$ cat config.mk
export PLATFORM = sky130hd
export DESIGN_NAME = brp_gshare
export DESIGN_NICKNAME = d
export VERILOG_FILES = /design/src/rtl/brp_gshare.sv
export SDC_FILE = /design/constraint.sdc
export NUM_CORES = 1
export LEC_CHECK = 0
export BUFFER_PORTS_ARGS = -buffer_cell sky130_fd_sc_hd__clkbuf_2
export CORE_MARGIN = 10
export CORE_UTILIZATION = 40
export DETAILED_ROUTE_END_ITERATION = 6
export PLACE_DENSITY = 0.66
export SLEW_MARGIN = 20
export SYNTH_ARGS = -nofsm -noshare
export SYNTH_HDL_FRONTEND = slang
export SYNTH_SLANG_ARGS = --single-unit
$ cat constraint.sdc
create_clock -name clk -period 11.82 [get_ports clk]
set_clock_uncertainty 0.1 [all_clocks]
set_input_delay 0.591 -clock clk [delete_from_list [all_inputs] [get_ports clk]]
set_output_delay 0.591 -clock clk [all_outputs]
set_load 0.05 [all_outputs]
$ cat src/rtl/brp_gshare.sv
// brp_gshare: gshare/bimodal direction predictor with speculative
// and retired global history and a self-initialising counter table.
module brp_gshare #(
  parameter int IDX_W = 8,
  parameter int CNT_W = 2,
  parameter int GHR_W = 8,
  parameter int MODE  = 1
) (
  input  logic             clk,
  input  logic             rst,
  output logic             ready,
  input  logic             pred_valid,
  input  logic [31:0]      pred_pc,
  output logic             pred_taken,
  output logic [IDX_W-1:0] pred_idx,
  input  logic             upd_valid,
  input  logic [IDX_W-1:0] upd_idx,
  input  logic             upd_taken,
  input  logic             upd_mispredict
);

  localparam int DEPTH = 1 << IDX_W;
  localparam logic [CNT_W-1:0] CNT_MAX = '1;
  localparam logic [CNT_W-1:0] CNT_RST =
    {1'b0, {(CNT_W-1){1'b1}}};

  typedef enum logic {
    S_INIT,
    S_RUN
  } state_t;

  state_t state;
  state_t state_nx;

  logic [CNT_W-1:0] tbl [DEPTH];
  logic [IDX_W-1:0] init_idx;
  logic [GHR_W-1:0] spec_ghr;
  logic [GHR_W-1:0] ret_ghr;
  logic [GHR_W-1:0] ret_shift;
  logic [GHR_W-1:0] spec_shift;
  logic [IDX_W-1:0] pc_idx;
  logic [CNT_W-1:0] rd_cnt;
  logic [CNT_W-1:0] upd_cnt;
  logic [CNT_W-1:0] upd_nx;
  logic             unused_pc;

  assign unused_pc = ^{pred_pc[31:IDX_W+2], pred_pc[1:0]};

  assign ready = (state == S_RUN);

  // Index formation and zero-latency lookup
  assign pc_idx = pred_pc[IDX_W+1:2];
  assign pred_idx = (MODE == 1) ?
    (pc_idx ^ IDX_W'(spec_ghr)) : pc_idx;
  assign rd_cnt = tbl[pred_idx];
  assign pred_taken = ready & rd_cnt[CNT_W-1];

  // History shifts; a 1-bit history keeps only the new bit
  assign ret_shift  = (ret_ghr << 1) | GHR_W'(upd_taken);
  assign spec_shift = (spec_ghr << 1) | GHR_W'(pred_taken);

  // Saturating next value for the counter being updated
  always_comb begin
    upd_cnt = tbl[upd_idx];
    upd_nx  = upd_cnt;
    if (upd_taken) begin
      if (upd_cnt != CNT_MAX) upd_nx = upd_cnt + CNT_W'(1);
    end else begin
      if (upd_cnt != '0) upd_nx = upd_cnt - CNT_W'(1);
    end
  end

  // Next state: leave init once the last entry is written
  always_comb begin
    state_nx = state;
    unique case (state)
      S_INIT: if (&init_idx) state_nx = S_RUN;
      S_RUN:  state_nx = S_RUN;
    endcase
  end

  // State register
  always_ff @(posedge clk) begin
    if (!rst) state <= S_INIT;
    else      state <= state_nx;
  end

  // Init walker: one table entry per cycle
  always_ff @(posedge clk) begin
    if (!rst)                 init_idx <= '0;
    else if (state == S_INIT) init_idx <= init_idx + IDX_W'(1);
  end

  // Counter table: init writes, then resolved-branch updates
  always_ff @(posedge clk) begin
    if (rst) begin
      if (state == S_INIT)
        tbl[init_idx] <= CNT_RST;
      else if (upd_valid)
        tbl[upd_idx] <= upd_nx;
    end
  end

  // Histories; mispredict recovery beats a prediction shift
  always_ff @(posedge clk) begin
    if (!rst) begin
      spec_ghr <= '0;
      ret_ghr  <= '0;
    end else if (state == S_RUN) begin
      if (upd_valid)
        ret_ghr <= ret_shift;
      if (upd_valid && upd_mispredict)
        spec_ghr <= ret_shift;
      else if (pred_valid)
        spec_ghr <= spec_shift;
    end
  end

endmodule

# Word-level counts from Yosys, hierarchy flattened
# Memories as Yosys holds them, arrays and structs flattened.
# Cells that the tools add are included.
# W data, S select, Z words.
# word_totals
ff_bits	24
ram_bits	512
mem_count	1
# op_classes
addsub	3
n_eq_ne	1
mux	17
bitwise	5
n_reduce_logical	7
# mem_list
name	depth	width	rd	rd_clocked_by_memory_dff	write_ports	line_no	source
tbl	256	2	2	0	1	35	logic [CNT_W-1:0] tbl [DEPTH];
# op_table
cell	n
$mux W8	3
$or A8 B1 Y8	2
$mux W1	9
$add A8 B1 Y8 const B	1
$mux W2	4
$reduce_and A8 Y1	1
$xor A8 B8 Y8	1
$reduce_and A2 Y1	2
$reduce_bool A2 Y1	2
$add A2 B1 Y2 const B	1
$ne A2 B2 Y1 const B	1
$pmux W1 S2	1
$reduce_or A2 Y1	1
$sub A2 B1 Y2 const B	1
$and A1 B1 Y1	1
$logic_and A1 B1 Y1	1
$not A1 Y1	1

# Longest topological paths before layout
# depth
depth_word	6
mapped_depth	12

# Worst setup path after synthesis
# No wires, ideal clock.
# synth_path
kind	in2reg
start	in upd_idx[0]
end	mem tbl[0][0] (data pin)
setup_ps	1455
t_arrival_ps	8935
slack_ps	1329
cell_stages	11
n_path_buf	3
path_cell_list	buf_2 -> buf_2 -> buf_2 -> mux4_2 -> a22oi_1 -> a21oi_1 -> nor4_1 -> o22ai_1 -> nor3_2 -> a21oi_1 -> o21ai_1
# synth_via
elab_chain_len	5
word_cells_on_any_way	9
classes_between	add/sub: 2; eq/ne: 1; mux: 4; reduce/logical: 1; memory: 1
# synth_rtl
item	line_no	source
start, declared	17	input logic [IDX_W-1:0] upd_idx,
$mem_v2 Z256 W2 (*)	-	
$sub A2 B1 Y2 (tied with other cells)	69	if (upd_cnt != '0) upd_nx = upd_cnt - CNT_W'(1);
$mux W2 (on tied branches)	69, 67	
$mux W2 (*)	66	if (upd_taken) begin
$mux W2 (no line) (*)	-	
end, declared	35	
# Every way passes the cells marked *; elsewhere a longest branch is shown, timed or not.

# Worst setup path in the final report
# layout_path
start	reg spec_ghr[1]
end	out pred_taken
# layout_via
elab_chain_len	3
# layout_rtl
item	line_no	source
start, declared	37	logic [GHR_W-1:0] spec_ghr;
start signal, assigned	113	spec_ghr <= ret_shift;
start signal, assigned	115	spec_ghr <= spec_shift;
$xor A8 B8 Y8	54	(pc_idx ^ IDX_W'(spec_ghr)) : pc_idx;
$mem_v2 Z256 W2	-	
$and A1 B1 Y1	56	assign pred_taken = ready & rd_cnt[CNT_W-1];
end, declared	14	output logic pred_taken,
# Every way passes these cells.

==> metrics.md <==
| Metric | Value |
|---|---|
| Most common cell in the synthesized netlist | edfxtp_1 |
| Largest net degree at the start of global routing | between 100 and 150 |
| Hold_buf cts | 0 |
| Main synth FF type | edfxtp_1 |
| First-pass GRT wire length | between 90000 and 100000 um |
| Seq cells post-synth | 536 |
| Worst setup margin | ~6000 ps |
| Antenna violations before repair | 2 |
| CTS resizes | 0 |
| Hold Path End | spec_ghr[0]$_SDFFE_PN0P_ |
| DRT antenna net count | 0 |
| Largest family of logic cells by synthesized area | multiplexers |
| Syn Nets | 1606 |
| Area share of and/or/nand/nor cells after synthesis | 0.08739 |
| DP Area | between 20000 and 30000 um2 |
| H-tree levels | 2 |
| Synth async-reset ratio | 0 |
| Type of the worst min-delay path | in2reg |
| Top cell type by total area after synthesis | edfxtp_1 |
| Avg Vias per Cell | 6.287 |
| Num Clock Sinks | roughly 540 |
| Initial Util | 0.4028 |
| Setup crit start kind | flop |
| Mapped Cells | around 1600 |
| Number of setup violations in the final report | 0 |
| Worst Setup SP | spec_ghr[1]$_SDFFE_PN0P_ |
| Routed via count | ~15000 |
| Final hold viol count | 0 |
| EDFF count, synth | about 500 |
| Top achievable clock speed | ~170 MHz |
| Commonest cells post-synth | edfxtp_1 (512), nor2_1 (279), mux4_2 (177), nand2_1 (86), clkbuf_1 (82) |
| Tmin final | ~5700 ps |
| Reg2Reg Depth | 10 |
| Die Area | 70920 um2 |
| Avg Cell Area, Syn | approximately 16 um2 |
| Hold Path Depth | 2 |
| Post-synthesis mux area share | 0.1771 |
| Status | completed |
| Slew headroom | 0.2974 |
| Vias in the first global route | between 10000 and 15000 |
| Post-CTS setup buffer count | 0 |
| Crit path max fanout | approximately 40 |
| Port Buffers | 31 |
| Clock buffer count from CTS | between 50 and 60 |
| Die Height | approximately 270 um |
| CTS Buffer Depth | 3 |
| Synth Warn # | 0 |
| Worst R2R Setup Slack | ~7300 ps |
| Slew Viols, Final | 0 |
| Gpl congestion | 0.8787 |
| Pwr/cell area | 149.5 nW/um2 |
| Area share of the largest cell type after synthesis | 0.6335 |
| Routed WL | 65600 um |
| Crit. End Element | primary output |
| Crit path DAT | 5040 ps |
| Peak supply drop | about 110 uV |
| Post-route DRC | 0 |
| Max-Cap Viols | 0 |
| Area of the core | approximately 60000 um2 |
| Slew @ Worst Pin | ~1100 ps |
| Final Cycle Share | 0.4850 |
| Unique masters post-synth | 58 |
| Crit path kind | reg2out |
| DRT Pass-1 Iters | 6 |
| Netlist Area Pre-Place | roughly 24000 um2 |
| Worst EP required | 11130 ps |
| Clk root buf | clkbuf_16 |
| TritonCTS clock tree | yes |
| Crit Reg-Reg Startpoint | spec_ghr[1]$_SDFFE_PN0P_ |
| Pre-CTS WS | 5533 ps |
| Area fraction in compound gates after synthesis | 0.05243 |
| Wire per inst | 27.41 um |
| Register area share after synthesis | 0.6533 |
| Synth Area in XOR/XNOR | 0.005723 |
| Worst reg2reg endpoint | spec_ghr[0]$_SDFFE_PN0P_ |
| Share of layout cells above drive strength 1 | 0.2191 |
| Hpwl dp | about 41000 um |
| Row cnt | 90 |
| Leakage Power | approximately 9 nW |
| RSZ-0062 raised after global routing | no |
| Total Routing Usage GR | 0.1830 |
| Setup TNS | 0 ps |
| Worst-Skew Late Latency | approximately 630 ps |
| Die width | about 270 um |
| GR Overflow Total | 0 |
| Worst hold margin | approximately 130 ps |
| HP Start | pred_valid |
| Adder-cell area share of the yosys netlist | 0.0009280 |
| IO Pins | 56 |
| Ant diodes | 0 |
| Final instance area | 27110 um2 |
| Worst-path clk slew | 60 ps |
| Area contributors post-synth | edfxtp_1 (63%), mux4_2 (16%), nor2_1 (4.3%) |
| 1st-iter DRT viols | approximately 2000 |
| Area Growth Syn to Fin | 11.70% |
| Nets | ~1600 |
-- state kept, by name (all words and copies together), names as in the netlist --
signal / count
ready: 1
init_idx: 8
ret_ghr: 7
tbl: 512
spec_ghr: 8
-- report_power, final --
part	switching, W	total, W	internal [W]
sequential	0.00000262	0.00205	0.00205
clock	0.000738	0.00180	0.00107
combinational	0.000128	0.000196	0.0000684
-- through the flow --
step	cells	total power [W]	utilization
6_report	2393	0.004052	0.4499
4_1_cts	2393	0.004082	0.4499
3_3_place_gp	2294	0.002284	0.4187
5_1_grt	2393	0.004161	0.4499
2_1_floorplan	1559	0.002223	-
3_5_place_dp	2295	0.002285	0.4191
-- placed cells by master (no fill, tap or decap), types with 7 or more instances in the layout --
master       n
clkbuf_16   53
edfxtp_1   512
clkinv_1    11
mux4_2     177
clkinv_2    10
or3_1        7
nand4_1      8
nor4_1      12
a22oi_1     70
a21boi_0    10
xnor2_1      7
buf_4       39
nand3b_1    12
o21ai_0     23
o211a_1      7
a21oi_1     41
mux2i_1     14
nand3_1     59
dfxtp_1     24
and2_1       7
nand2_1     86
clkbuf_2    29
o22ai_1      8
nor2_1     277
bufinv_16   11
-- area by class of cell --
type / count / area [um2]
Timing Repair Buffer: 72 / 501.7
Inverter: 9 / 36.28
Clock inverter: 39 / 505.5
Clock buffer: 59 / 1349
Tap cell: 782 / 978.4
Sequential cell: 536 / 15860
Fill cell: 5153 / 33140
Multi-Input combinational cell: 896 / 7881
-- logic make-up after synthesis --
kind of cell,count (synthesis)
compound gates,187
xor+xnor,12
fa+ha+maj,2
buf+inv,127
flops,536
mux,201
simple gates,494
-- worst max-delay path by stage --
stage                                 end  cells past startpoint
floorplan             tbl[0][0]$_DFFE_PP_                     11
global placement     tbl[78][1]$_DFFE_PP_                     11
detailed placement   tbl[76][0]$_DFFE_PP_                     12
CTS                            pred_taken                     11
global route        tbl[137][0]$_DFFE_PP_                     12
finish                         pred_taken                     11
-- per-layer routing --
metal | vias up | GRT usage | wire length, um
li1 | 6201 | - | -
met1 | 7817 | 0.2464 | 25900
met2 | 864 | 0.2836 | 30310
met3 | 159 | 0.04503 | 7124
met4 | 4 | 0.06779 | 2239
met5 | - | 0 | 22
-- worst max-delay path: stages, from the launching register on --
cell      delay (ps)
dfxtp_1          460
xnor2_4          240
inv_4            590
buf_4            590
mux4_2           560
o22ai_1          240
o21ai_0          120
a211oi_1         520
nor4b_1          140
o32ai_2          540
nor2_1           120
clkbuf_2         270
Power figures use the tool's default switching activity.
